<file path="src/rtl/pingpong_blk_select.sv">
// Parametrised ping/pong sub-block selector: two pipelined N-to-1 mux paths
// with per-path take gating, hold registers and a single arbitrated output word.
module pingpong_blk_select #(
    parameter int DATA_W     = 32,
    parameter int NUM_IN     = 16,
    parameter int SEL_W      = 4,
    parameter int MUX_STAGES = 4
) (
    input  logic                     clk,
    input  logic                     reset,
    input  logic                     in_valid,
    input  logic                     flush,
    input  logic                     pingpong,
    input  logic [SEL_W-1:0]         sel,
    input  logic [NUM_IN*DATA_W-1:0] a_data,
    input  logic                     a_pang_en,
    input  logic [SEL_W-1:0]         a_pang_start,
    input  logic [SEL_W-1:0]         a_pang_end,
    input  logic [NUM_IN*DATA_W-1:0] b_data,
    input  logic                     b_pang_en,
    input  logic [SEL_W-1:0]         b_pang_start,
    input  logic [SEL_W-1:0]         b_pang_end,
    output logic [DATA_W-1:0]        out_data,
    output logic                     out_valid,
    output logic                     out_src
);

    // One extra bit so the range test stays meaningful when NUM_IN == 2**SEL_W.
    localparam logic [SEL_W:0] NUM_IN_W = (SEL_W+1)'(NUM_IN);

    typedef struct packed {
        logic [DATA_W-1:0] a;
        logic [DATA_W-1:0] b;
        logic              take_a;
        logic              take_b;
        logic              pp;
    } stage_t;

    function automatic logic in_window(input logic [SEL_W-1:0] s,
                                       input logic [SEL_W-1:0] st,
                                       input logic [SEL_W-1:0] en);
        if (st <= en) return (s >= st) && (s <= en);
        else          return (s >= st) || (s <= en);
    endfunction

    logic              sel_ok;
    logic              take_a_in;
    logic              take_b_in;
    logic [DATA_W-1:0] mux_a;
    logic [DATA_W-1:0] mux_b;

    stage_t            pipe_q [MUX_STAGES];
    stage_t            pipe_d [MUX_STAGES];
    stage_t            last;

    logic              take_a_c_q, take_a_c_d;
    logic              take_b_c_q, take_b_c_d;
    logic              pp_c_q,     pp_c_d;
    logic [DATA_W-1:0] hold_a_q,   hold_a_d;
    logic [DATA_W-1:0] hold_b_q,   hold_b_d;
    logic [DATA_W-1:0] out_data_q, out_data_d;
    logic              out_valid_q, out_valid_d;
    logic              out_src_q,  out_src_d;

    // Input decode: range check, window tests, take rule and way select.
    always_comb begin
        sel_ok    = {1'b0, sel} < NUM_IN_W;
        take_a_in = in_valid && sel_ok &&
                    (pingpong || (a_pang_en && in_window(sel, a_pang_start, a_pang_end)));
        take_b_in = in_valid && sel_ok &&
                    (!pingpong || (b_pang_en && in_window(sel, b_pang_start, b_pang_end)));
        mux_a = '0;
        mux_b = '0;
        for (int i = 0; i < NUM_IN; i++) begin
            if (sel == SEL_W'(i)) begin
                mux_a = a_data[i*DATA_W +: DATA_W];
                mux_b = b_data[i*DATA_W +: DATA_W];
            end
        end
    end

    always_comb begin
        pipe_d[0] = '{a: mux_a, b: mux_b, take_a: take_a_in, take_b: take_b_in, pp: pingpong};
        for (int s = 1; s < MUX_STAGES; s++) begin
            pipe_d[s] = pipe_q[s-1];
        end
        // Flush drops the beat at the input as well as every beat in flight.
        if (flush) begin
            for (int s = 0; s < MUX_STAGES; s++) begin
                pipe_d[s].take_a = 1'b0;
                pipe_d[s].take_b = 1'b0;
            end
        end
    end

    always_comb begin
        last        = pipe_q[MUX_STAGES-1];
        take_a_c_d  = last.take_a && !flush;
        take_b_c_d  = last.take_b && !flush;
        pp_c_d      = last.pp;
        hold_a_d    = hold_a_q;
        hold_b_d    = hold_b_q;
        out_data_d  = out_data_q;
        out_src_d   = out_src_q;
        out_valid_d = 1'b0;
        if (flush) begin
            hold_a_d = '0;
            hold_b_d = '0;
        end else begin
            if (last.take_a) hold_a_d = last.a;
            if (last.take_b) hold_b_d = last.b;
            // The delayed turn flag alone arbitrates; an off-turn take only refreshes its hold.
            if (pp_c_q && take_a_c_q) begin
                out_data_d  = hold_a_q;
                out_src_d   = 1'b0;
                out_valid_d = 1'b1;
            end else if (!pp_c_q && take_b_c_q) begin
                out_data_d  = hold_b_q;
                out_src_d   = 1'b1;
                out_valid_d = 1'b1;
            end
        end
    end

    // NOTE: state updates use non-blocking assignments so every flop samples pre-edge values.
    always_ff @(posedge clk or posedge reset) begin
        if (reset) begin
            // NOTE: the pipeline array is reset too, since every stage must read 0 after reset.
            for (int s = 0; s < MUX_STAGES; s++) begin
                pipe_q[s] <= '0;
            end
            take_a_c_q  <= 1'b0;
            take_b_c_q  <= 1'b0;
            pp_c_q      <= 1'b0;
            hold_a_q    <= '0;
            hold_b_q    <= '0;
            out_data_q  <= '0;
            out_valid_q <= 1'b0;
            out_src_q   <= 1'b0;
        end else begin
            for (int s = 0; s < MUX_STAGES; s++) begin
                pipe_q[s] <= pipe_d[s];
            end
            take_a_c_q  <= take_a_c_d;
            take_b_c_q  <= take_b_c_d;
            pp_c_q      <= pp_c_d;
            hold_a_q    <= hold_a_d;
            hold_b_q    <= hold_b_d;
            out_data_q  <= out_data_d;
            out_valid_q <= out_valid_d;
            out_src_q   <= out_src_d;
        end
    end

    assign out_data  = out_data_q;
    assign out_valid = out_valid_q;
    assign out_src   = out_src_q;

endmodule

</file>
<file path="config.mk">
export PLATFORM = sky130hd
export DESIGN_NAME = pingpong_blk_select
export DESIGN_NICKNAME = d
export VERILOG_FILES = /design/src/rtl/pingpong_blk_select.sv
export SDC_FILE = /design/constraint.sdc
export NUM_CORES = 1
export LEC_CHECK = 0
export BUFFER_PORTS_ARGS = -buffer_cell sky130_fd_sc_hd__buf_2
export CAP_MARGIN = 5
export CORE_AREA = 2 2 428 430
export CTS_BUF_LIST = sky130_fd_sc_hd__clkbuf_4 sky130_fd_sc_hd__clkbuf_8
export DETAILED_ROUTE_END_ITERATION = 10
export DIE_AREA = 0 0 430 432
export PLACE_DENSITY_LB_ADDON = 0.12
export SLEW_MARGIN = 25
export SYNTH_ARGS = -nofsm -noshare
export SYNTH_HDL_FRONTEND = slang
export SYNTH_SLANG_ARGS = --single-unit
</file>
<file path="constraint.sdc">
create_clock -name clk -period 18.1 [get_ports clk]
set_input_delay 5.43 -clock clk [delete_from_list [all_inputs] [get_ports clk]]
set_output_delay 5.43 -clock clk [all_outputs]
set_load 0.01 [all_outputs]
</file>
==> flow_summary_export.csv, run 1 <==
group,metric,value,unit
critical_path,crit_chain,"buf_6 -> buf_4 -> buf_4 -> nor2b_4 -> buf_4 -> a22oi_1 -> o2bb2ai_1 -> o2bb2ai_1 -> nand4_1 -> a21o_1",
synthesis,yosys_warnings,0,
synthesis,synth-async-reset-ratio,1.00,
grt,largest_net_degree_at_the_start_of_global_routing,85,
die,num_io_pins,1085,
synthesis,post_synth.cell_area_avg,9.55,µm²
sta,maxClockFrequency,0.113,GHz
synthesis,synth.area.top_cells,"sky130_fd_sc_hd__dfrtp_1 44%, sky130_fd_sc_hd__mux2i_1 9.2%, sky130_fd_sc_hd__a21oi_1 6.3%, sky130_fd_sc_hd__o21ai_0 5.1%, sky130_fd_sc_hd__mux4_2 4.9%",
detailed_routing,detail_route.wirelength,169,mm
grt,antenna_violations_before_repair,98,
layout,layout-drive-gt1-share,0.427,
placed_design,dp_hpwl,139,mm
detailed_routing,avgRoutedWirePerCell,29.9,µm
grt,grt_first_pass_wirelength,221,mm
die,die_area,186000,µm²
detailed_routing,detailroute.via_count,22400,
placed_design,port_buffers,1084,
clocking,ctsHtreeMaxLevel,3,
placed_design,gp_congestion,0.912,
sta,totalNegativeSetupSlack,0,ns
die,placementRows,157,
die,initial_utilization,0.115,
power,netSwitchingPower,0.000763,W
clocking,cts.sink_count,369,
layout,fin_cells,5657,
synthesis,synth.yosys.seq_area_share,0.444,
synthesis,synth_seq_cells,369,
detailed_routing,drt-initial-drc-count,1604,
placed_design,dpl.cell_count,5501,
critical_path,path_delay_family,"buffers and inverters",
power,p_seq_frac,0.402,
critical_path,critical-path-top-cell-by-count,"sky130_fd_sc_hd__buf_4",
clocking,count_of_hold_buffers_inserted_by_post_cts_repair,0,
synthesis,synth_area_leader_cell,"sky130_fd_sc_hd__dfrtp_1",
critical_path,required,18.66,ns
grt,first_global_vias,23400,
sta,period_needed,8.87,ns
clocking,buffer_cell_driving_the_clock_tree_root,"sky130_fd_sc_hd__clkbuf_8",
grt,gr-usage-all-layers,0.176,
clocking,clock_insertion_delay_worst_skew,0.66,ns
power,clock_power_share,0.379,
critical_path,timing.critical_path.from_type,"primary input",
grt,global_route.overflow_total,0,
synthesis,yosys.cell_count.top_type,"sky130_fd_sc_hd__dfrtp_1",
critical_path,cp_data_arrival_time,9.43,ns
synthesis,synthCells,2179,
power,power.internal,0.00167,W
detailed_routing,drtAntennaViolNets,0,
die,die_height,432,µm
layout,num-nets-final,4270,
die,floorplan.core_area,182000,µm²
clocking,ctsLongestPathBuffers,3,
die,fp.dieW,430,µm
layout,synthToLayoutAreaGrowth,47.0,%
synthesis,ys.flop_type,"sky130_fd_sc_hd__dfrtp_1",
min_path,worstHoldPathType,"register to register",
job,drv.max_cap_violation_count,0,
synthesis,synth_cell_types,51,
power,sw_frac_of_total,0.314,
clocking,post_cts_buffers,0,
clocking,cts_inserted_buffers,76,
sta,setup_repair_after_global_routing_missed_its_margin,"no",
critical_path,path_buf_inv,4,
synthesis,yosys.area.top_type_share,0.444,
sta,worstMarginPinSlew,0.954,ns
critical_path,critPathMaxFanout,58,
critical_path,critical-path-slowest-cell,"sky130_fd_sc_hd__buf_4",
sta,setup_viol,0,
sta,clock_skew,0.0473,ns
critical_path,worst_path_largest_cell_delay,0.73,ns
sta,timing.final.hold_violations,0,
synthesis,post_synth_instance_area,20800,µm²
sta,post-route-period-util,0.490,
detailed_routing,drt-pass1-iter-count,5,
clocking,tritoncts,"yes",
power,power_density,79.5,nW/µm²
critical_path,crit_path_end_kind,"register",
synthesis,post_synthesis_net_count,3254,
clocking,worst_setup_hold_path_clk_slew,0.05,ns
synthesis,synth_edf_count,0,
power,static-leakage-power,14.1,nW
sta,report.final.slew_viol_count,0,
run_status,outcome,"finished clean",
power,share_comb_of_total_power,0.219,
detailed_routing,avgViaCountPerCell,3.96,
clocking,cts_resized,0,
critical_path,worst-setup-path-type,"primary input to register",
power,worst_case_vdd_ir_drop,40.2,µV
detailed_routing,remaining_drc_errors,0,
synthesis,ys_top_cells_by_count,"369 x sky130_fd_sc_hd__dfrtp_1, 262 x sky130_fd_sc_hd__a21oi_1, 218 x sky130_fd_sc_hd__nand2_1, 213 x sky130_fd_sc_hd__nor2_1, 211 x sky130_fd_sc_hd__o21ai_0",
sta,worst_slew_margin_rel,0.364,
## layer usage
metal / vias up / track usage / wire [µm] / part of all wire
met1: 11300 / 0.232 / 75300 / 0.44
met3: 197 / 0.0361 / 8710 / 0.051
met4: 44 / 0.0244 / 2290 / 0.014
li1: 10000 / - / - / -
met2: 865 / 0.299 / 82700 / 0.49
met5: - / 0 / 266 / 0.0016
## area by class of cell
class / count / area, µm²
antenna: 28 / 70.1
multi-input combinational: 1586 / 10700
inverter: 27 / 114
clock buffer: 115 / 1460
sequential: 369 / 9240
timing repair buffer: 1135 / 5870
fill: 20700 / 151000
tap: 2385 / 2980
clock inverter: 12 / 126
## stage by stage
step	hold slack, ns	cell area (µm²)	total power [W]	worst slack, ns	util
5_1_grt	0.347	30500	0.00258	9.11	0.168
3_3_place_gp	0.332	28900	0.00154	8.48	0.159
6_report	0.318	30600	0.00243	9.23	0.168
3_5_place_dp	0.335	28900	0.00154	8.50	0.159
2_1_floorplan	0.331	20800	0.00118	2.42	-
4_1_cts	0.325	30500	0.00250	9.21	0.168
## cells in the final DEF (no fill, tap or decap), types with 4 or more instances in the layout
cell type                   count
sky130_fd_sc_hd__o21ai_0      210
sky130_fd_sc_hd__clkbuf_4      20
sky130_fd_sc_hd__a21o_1        34
sky130_fd_sc_hd__buf_4         50
sky130_fd_sc_hd__nor2_4         4
sky130_fd_sc_hd__a22o_1        14
sky130_fd_sc_hd__clkinv_2       6
sky130_fd_sc_hd__nand4_1       33
sky130_fd_sc_hd__o22ai_1       28
sky130_fd_sc_hd__a21oi_1      261
sky130_fd_sc_hd__mux2_2        42
sky130_fd_sc_hd__a211oi_1       7
sky130_fd_sc_hd__a32o_1         4
sky130_fd_sc_hd__nor2b_4        5
sky130_fd_sc_hd__a31oi_1       13
sky130_fd_sc_hd__a222oi_1       7
sky130_fd_sc_hd__a22oi_1       73
sky130_fd_sc_hd__ha_1          24
sky130_fd_sc_hd__mux2_4         7
sky130_fd_sc_hd__o211ai_1      18
sky130_fd_sc_hd__mux4_2        45
sky130_fd_sc_hd__buf_2       1079
sky130_fd_sc_hd__nand2b_1       5
sky130_fd_sc_hd__a221o_1        7
sky130_fd_sc_hd__diode_2       28
sky130_fd_sc_hd__mux2i_1      191
sky130_fd_sc_hd__inv_1         24
sky130_fd_sc_hd__o2bb2ai_1     58
sky130_fd_sc_hd__nor3_1         4
sky130_fd_sc_hd__nor2_1       209
sky130_fd_sc_hd__clkbuf_8      96
sky130_fd_sc_hd__nor2b_1       15
sky130_fd_sc_hd__nand2_1      215
sky130_fd_sc_hd__a221oi_1      13
sky130_fd_sc_hd__dfrtp_1      367
sky130_fd_sc_hd__nand3_1        6
## path summary, 6_finish.rpt
path,startpoint,endpoint,slack [ns],cells after the start
max reg2reg,pp_c_q$_DFF_PP0_,out_data[7]$_DFFE_PP0P_,16.13,6
min reg2reg,pipe_d[75]$_DFF_PP0_,pipe_d[8]$_DFF_PP0_,0.32,0
max,sel[2],pipe_d[186]$_DFF_PP0_,9.23,10
min,pipe_d[75]$_DFF_PP0_,pipe_d[8]$_DFF_PP0_,0.32,0
max in group asynchronous,reset,pipe_d[106]$_DFF_PP0_,10.96,4
min in group asynchronous,reset,pp_c_q$_DFF_PP0_,4.89,2
## power groups by stage
stage / logic [W] / registers, W / clock network, W
after CTS: 0.000542 / 0.000985 / 0.000975
after global placement: 0.000543 / 0.000999 / 0
final: 0.000532 / 0.000977 / 0.000923
after global routing: 0.000577 / 0.000990 / 0.00101
after detailed placement: 0.000540 / 0.000999 / 0
after floorplan: 0.000214 / 0.000970 / 0
## logic make-up after synthesis
logic type               Yosys count  synth area share
AND/OR/NAND/NOR                  510             0.102
adder cells (fa/ha/maj)           24            0.0144
buffers and inverters            224            0.0463
multiplexers                     286             0.169
flip-flops                       369             0.444
AO/OA/AOI/OAI                    766             0.225
## sequential cells by signal (all words and copies together) (netlist names), 6 cells and up
name      flops
pipe_d      195
last         66
hold_a_q     32
hold_b_q     32
out_data     32
pipe_q        6
Note: power is estimated with default switching activity, not from simulation.
==> run 2, diff against run 1 <==
- clock period: 18.1 -> 8.7 ns (I/O delays scaled with it)
==> run 2 against run 1 <==
Sequential power rose by 110%. Utilization hardly changed. Power is 110% higher. Non-clock buffer count is 3 lower. Cell count is 0.14% lower. Clock power up 110%. Via count increased by 1.3%. First-iteration DRC count is 1.4% lower. Global-route usage grew 0.22 points. Routed wire length is 0.99% higher. Hold slack improved by 0.00064 ns. Sequential cell count stayed put. Highest routed layer unchanged.
==> flow_summary_export.csv, run 2 (same netlist as run 1, synthesis figures left out) <==
group,metric,value,unit
layout,largest_register_ff_count,195,
critical_path,critPathMaxFanout,44,
die,die_area,186000,µm²
layout,synthToLayoutAreaGrowth,47.2,%
detailed_routing,detail_route.wirelength,171,mm
placed_design,port_buffers,1084,
die,placementRows,157,
run_status,outcome,"finished clean",
sta,totalNegativeSetupSlack,0,ns
clocking,tritoncts,"yes",
critical_path,timing.critical_path.from_type,"primary input",
clocking,worst_setup_hold_path_clk_slew,0.05,ns
critical_path,worst-setup-path-type,"primary input to register",
layout,post-route-util,0.169,
job,drv.max_cap_violation_count,0,
layout,fin_cells,5649,
placed_design,dpl.cell_count,5499,
sta,timing.final.hold_violations,0,
sta,setup_viol,0,
clocking,cts.sink_count,369,
clocking,count_of_hold_buffers_inserted_by_post_cts_repair,0,
layout,layout-drive-gt1-share,0.426,
placed_design,gp_congestion,0.919,
power,static-leakage-power,14.1,nW
clocking,post_cts_buffers,0,
detailed_routing,avgViaCountPerCell,4.02,
clocking,cts_resized,0,
clocking,clock_insertion_delay_worst_skew,0.69,ns
detailed_routing,remaining_drc_errors,0,
layout,stdcell_area,30600,µm²
die,fp.dieW,430,µm
grt,global_route.overflow_total,0,
grt,first_global_vias,23900,
clocking,buffer_cell_driving_the_clock_tree_root,"sky130_fd_sc_hd__clkbuf_8",
power,worst_case_vdd_ir_drop,97.0,µV
die,floorplan.core_area,182000,µm²
critical_path,cp_data_arrival_time,5.93,ns
power,power_density,167,nW/µm²
grt,gr-usage-all-layers,0.178,
clocking,ctsLongestPathBuffers,3,
layout,fillers,20600,
sta,report.final.slew_viol_count,0,
layout,final_common_cell,"sky130_fd_sc_hd__buf_2",
grt,antenna_violations_before_repair,101,
sta,worstMarginPinSlew,1.03,ns
grt,grt_first_pass_wirelength,223,mm
placed_design,dp_hpwl,139,mm
sta,maxClockFrequency,0.187,GHz
detailed_routing,drt-initial-drc-count,1581,
die,initial_utilization,0.115,
sta,setup_repair_after_global_routing_missed_its_margin,"no",
detailed_routing,detailroute.via_count,22700,
sta,period_needed,5.33,ns
sta,fin_ws,3.37,ns
sta,clock_skew,0.0402,ns
min_path,worstHoldPathType,"register to register",
layout,final_cell_mix,"1079 x sky130_fd_sc_hd__buf_2, 367 x sky130_fd_sc_hd__dfrtp_1, 261 x sky130_fd_sc_hd__a21oi_1",
die,num_io_pins,1085,
placed_design,dpl-instance-area,29000,µm²
die,die_height,432,µm
detailed_routing,drtAntennaViolNets,0,
critical_path,required,9.30,ns
layout,num-nets-final,4267,
grt,largest_net_degree_at_the_start_of_global_routing,132,
detailed_routing,drt-pass1-iter-count,7,
placed_design,place_worst_setup_slack,2.67,ns
critical_path,crit_path_end_kind,"register",
sta,worst_slew_margin_rel,0.310,
clocking,cts_inserted_buffers,76,
sta,post-route-period-util,0.613,
detailed_routing,avgRoutedWirePerCell,30.3,µm
clocking,ctsHtreeMaxLevel,3,
## run 2: cell types whose count changed in the layout (fill, tap and decap cells not counted), moves of 2 or more
cell	before	now
sky130_fd_sc_hd__diode_2	28	22
sky130_fd_sc_hd__clkbuf_8	96	99
sky130_fd_sc_hd__inv_8	2	0
sky130_fd_sc_hd__clkinv_2	6	4
sky130_fd_sc_hd__buf_4	50	42
sky130_fd_sc_hd__buf_12	1	6
sky130_fd_sc_hd__clkbuf_4	20	18
sky130_fd_sc_hd__clkinvlp_4	1	5
## run 2: per-layer routing
metal  global-route usage  vias to the layer above  part of all wire
li1                     -                    10000                 -
met1                0.232                    11500              0.44
met2                0.308                      894              0.49
met3               0.0323                      221             0.050
met4               0.0301                       28             0.017
met5                    0                        -           0.00093
## run 2: per-stage QoR
| stage | total power (W) | hold WS (ns) |
|---|---|---|
| CTS | 0.00527 | 0.309 |
| global route | 0.00541 | 0.322 |
| global placement | 0.00321 | 0.333 |
| detailed placement | 0.00321 | 0.335 |
| floorplan | 0.00246 | 0.331 |
| finish | 0.00511 | 0.319 |
## run 2: layout make-up
type | instances | area, µm² | area share
Sequential cell | 369 | 9240 | 0.301
Clock buffer | 116 | 1480 | 0.0484
Clock inverter | 12 | 135 | 0.00441
Inverter | 27 | 110 | 0.00359
Antenna cell | 22 | 55.1 | 0.00180
Timing Repair Buffer | 1132 | 5910 | 0.193
Tap cell | 2385 | 2980 | 0.0974
Multi-Input combinational cell | 1586 | 10700 | 0.350
## run 2: power by group
group | switching [W] | internal, W | total, W
Sequential | 0.000102 | 0.00193 | 0.00203
Combinational | 0.000691 | 0.000424 | 0.00112
Clock | 0.000823 | 0.00114 | 0.00196
Total | 0.00162 | 0.00349 | 0.00511
## run 2: final timing paths
kind	startpoint	end	slack, ns	cells after the start
max	sel[1]	pipe_d[193]$_DFF_PP0_	3.37	9
min	pipe_d[35]$_DFF_PP0_	last[35]$_DFF_PP0_	0.32	0
max reg2reg	pp_c_q$_DFF_PP0_	out_data[10]$_DFFE_PP0P_	6.66	6
min reg2reg	pipe_d[35]$_DFF_PP0_	last[35]$_DFF_PP0_	0.32	0
max in group asynchronous	reset	pipe_d[111]$_DFF_PP0_	5.00	4
min in group asynchronous	reset	pipe_q[202]$_DFF_PP0_	2.04	2
## run 2: critical path: stages
cell and delay [ns]:
sky130_fd_sc_hd__clkbuf_8 0.38, sky130_fd_sc_hd__buf_4 0.48, sky130_fd_sc_hd__nor2b_4 0.75, sky130_fd_sc_hd__buf_4 0.36, sky130_fd_sc_hd__a22oi_1 0.14, sky130_fd_sc_hd__o2bb2ai_1 0.35, sky130_fd_sc_hd__o2bb2ai_1 0.25, sky130_fd_sc_hd__nand4_1 0.25
sky130_fd_sc_hd__a21o_1 0.16
==> run 3, diff against run 2 <==
- clock period: 8.7 -> 4.35 ns (I/O delays scaled with it)
==> run 3 against run 2 <==
First-iteration DRC count decreased by 1.9%. Critical path depth decreased by 1. Final area increased by 2.3%. Register-to-register slack got worse by 4.2 ns. Sequential power increased by 100%. Routed wire length increased by 1.7%. Count of clock-buffer cells in the layout increased by 3. Clock skew increased by 0.0099 ns. Utilization increased by 0.38 points. Setup slack got worse by 2.4 ns. Largest cell class unchanged. Largest power group unchanged.
==> flow_summary_export.csv, run 3 (same netlist as run 1, synthesis figures left out) <==
group,metric,value,unit
grt,largest_net_degree_at_the_start_of_global_routing,86,
clocking,post_cts_buffers,0,
clocking,clock_insertion_delay_worst_skew,0.69,ns
critical_path,path_delay_family,"buffers and inverters",
layout,multi_input_comb_area,10700,µm²
clocking,cts.sink_count,369,
die,fp.dieW,430,µm
detailed_routing,avgRoutedWirePerCell,30.3,µm
critical_path,critical-path-slowest-cell,"sky130_fd_sc_hd__a21oi_1",
critical_path,critPathMaxFanout,45,
grt,gr-usage-all-layers,0.181,
power,power.internal,0.00715,W
layout,num-nets-final,4339,
layout,final_cell_mix,"1079 x sky130_fd_sc_hd__buf_2, 367 x sky130_fd_sc_hd__dfrtp_1, 259 x sky130_fd_sc_hd__a21oi_1",
critical_path,crit_path_end_kind,"register",
clocking,count_of_hold_buffers_inserted_by_post_cts_repair,0,
die,placementRows,157,
power,sw_frac_of_total,0.314,
layout,fillers,20600,
clocking,buffer_cell_driving_the_clock_tree_root,"sky130_fd_sc_hd__clkbuf_8",
run_status,outcome,"finished clean",
power,power_density,333,nW/µm²
detailed_routing,detail_route.wirelength,174,mm
sta,setup_repair_after_global_routing_missed_its_margin,"no",
layout,largest_register_ff_count,195,
job,drv.max_cap_violation_count,0,
clocking,cts_inserted_buffers,78,
grt,first_global_vias,24100,
sta,worstMarginPinSlew,0.953,ns
detailed_routing,drt-initial-drc-count,1551,
critical_path,worst-setup-path-type,"primary input to register",
placed_design,port_buffers,1084,
grt,grt_first_pass_wirelength,227,mm
layout,regArea,9240,µm²
detailed_routing,routed-wl-met3,10.2,mm
sta,worst_slew_margin_rel,0.364,
detailed_routing,remaining_drc_errors,0,
sta,maxClockFrequency,0.292,GHz
clocking,ctsHtreeMaxLevel,3,
sta,clock_skew,0.0501,ns
critical_path,timing.critical_path.from_type,"primary input",
grt,antenna_violations_before_repair,136,
min_path,worstHoldPathType,"register to register",
die,floorplan.core_area,182000,µm²
clocking,ctsLongestPathBuffers,3,
critical_path,critical-path-top-cell-by-count,"sky130_fd_sc_hd__buf_4",
power,share_comb_of_total_power,0.218,
power,p_seq_frac,0.392,
die,die_height,432,µm
sta,report.final.slew_viol_count,0,
critical_path,cp_data_arrival_time,4.05,ns
detailed_routing,drt-pass1-iter-count,5,
power,netSwitchingPower,0.00328,W
sta,period_needed,3.42,ns
sta,timing.final.hold_violations,0,
die,num_io_pins,1085,
placed_design,dpl-instance-area,29600,µm²
detailed_routing,avgViaCountPerCell,3.98,
detailed_routing,drtAntennaViolNets,0,
die,die_area,186000,µm²
layout,synthToLayoutAreaGrowth,50.6,%
layout,stdcell_area,31300,µm²
detailed_routing,detailroute.via_count,22800,
clocking,cts_resized,0,
clocking,worst_setup_hold_path_clk_slew,0.06,ns
layout,final_common_cell,"sky130_fd_sc_hd__buf_2",
critical_path,worst_path_largest_cell_delay,0.69,ns
critical_path,crit_chain,"buf_8 -> buf_12 -> buf_4 -> buf_4 -> mux2_2 -> nand2_1 -> a21oi_1 -> a21o_1",
detailed_routing,routed-wl-met2,84.6,mm
detailed_routing,met1Wirelength,75.7,mm
power,static-leakage-power,14.5,nW
die,initial_utilization,0.115,
clocking,tritoncts,"yes",
sta,post-route-period-util,0.786,
layout,layout-drive-gt1-share,0.440,
placed_design,dp_hpwl,147,mm
power,worst_case_vdd_ir_drop,172,µV
power,clock_power_share,0.391,
sta,totalNegativeSetupSlack,0,ns
grt,global_route.overflow_total,0,
critical_path,path_buf_inv,4,
detailed_routing,highest_layer,"met5",
sta,setup_viol,0,
placed_design,gp_congestion,0.921,
critical_path,required,4.98,ns
-- run 3: cell types whose count changed in the layout (fill, tap and decap cells not counted) --
cell | before | now
sky130_fd_sc_hd__bufinv_16 | 2 | 4
sky130_fd_sc_hd__buf_12 | 6 | 13
sky130_fd_sc_hd__a21oi_1 | 261 | 259
sky130_fd_sc_hd__clkinvlp_4 | 5 | 1
sky130_fd_sc_hd__inv_6 | 1 | 4
sky130_fd_sc_hd__diode_2 | 22 | 35
sky130_fd_sc_hd__a21oi_2 | 0 | 2
sky130_fd_sc_hd__clkbuf_4 | 18 | 27
sky130_fd_sc_hd__clkinv_2 | 4 | 9
sky130_fd_sc_hd__clkbuf_8 | 99 | 93
sky130_fd_sc_hd__buf_16 | 1 | 0
sky130_fd_sc_hd__buf_4 | 42 | 106
-- run 3: cell type report --
cell class | instances | share of cell area
Antenna cell | 35 | 0.00279
Timing Repair Buffer | 1202 | 0.208
Clock buffer | 119 | 0.0469
Clock inverter | 18 | 0.00691
Sequential cell | 369 | 0.295
Tap cell | 2385 | 0.0952
Inverter | 27 | 0.00351
Multi-Input combinational cell | 1586 | 0.342
-- run 3: power by group through the flow --
| stage | Combinational [W] | Clock (W) | Sequential [W] |
|---|---|---|---|
| final | 0.00227 | 0.00407 | 0.00408 |
| after global routing | 0.00245 | 0.00445 | 0.00414 |
| after CTS | 0.00231 | 0.00429 | 0.00412 |
| after detailed placement | 0.00230 | 0 | 0.00418 |
| after global placement | 0.00231 | 0 | 0.00418 |
| after floorplan | 0.000892 | 0 | 0.00404 |
-- run 3: path summary, 6_finish.rpt --
check                      slack, ns                  start  cells after the start                       end
hold / removal                  0.33  pipe_d[133]$_DFF_PP0_                      0      pipe_d[66]$_DFF_PP0_
hold reg to reg                 0.33  pipe_d[133]$_DFF_PP0_                      0      pipe_d[66]$_DFF_PP0_
setup reg to reg                2.43       pp_c_q$_DFF_PP0_                      4  out_data[16]$_DFFE_PP0P_
max in group asynchronous       2.65                  reset                      3      pipe_d[76]$_DFF_PP0_
min in group asynchronous       0.72                  reset                      2     pipe_q[135]$_DFF_PP0_
setup / recovery                0.93                 sel[0]                      8     pipe_d[165]$_DFF_PP0_
-- run 3: worst register-to-register path, cell delays in order, from the launching register on --
cell,delay (ns)
sky130_fd_sc_hd__dfrtp_1,0.40
sky130_fd_sc_hd__nand2_2,0.37
sky130_fd_sc_hd__buf_4,0.53
sky130_fd_sc_hd__mux2i_1,0.38
sky130_fd_sc_hd__a21oi_1,0.11
-- run 3: per-layer routing --
| metal | up-vias | track usage |
|---|---|---|
| met5 | - | 0 |
| met4 | 52 | 0.0355 |
| met3 | 271 | 0.0358 |
| met2 | 914 | 0.306 |
| met1 | 11400 | 0.237 |
| li1 | 10200 | - |
-- run 3: through the flow --
stage	worst slack (ns)	utilization	hold slack, ns	cells	power, W
global placement	-0.182	0.163	0.334	5569	0.00649
CTS	0.901	0.172	0.321	5706	0.0107
floorplan	-1.91	-	0.331	2179	0.00493
global route	0.875	0.172	0.337	5722	0.0110
finish	0.930	0.172	0.326	5741	0.0104
detailed placement	0.121	0.163	0.335	5569	0.00648
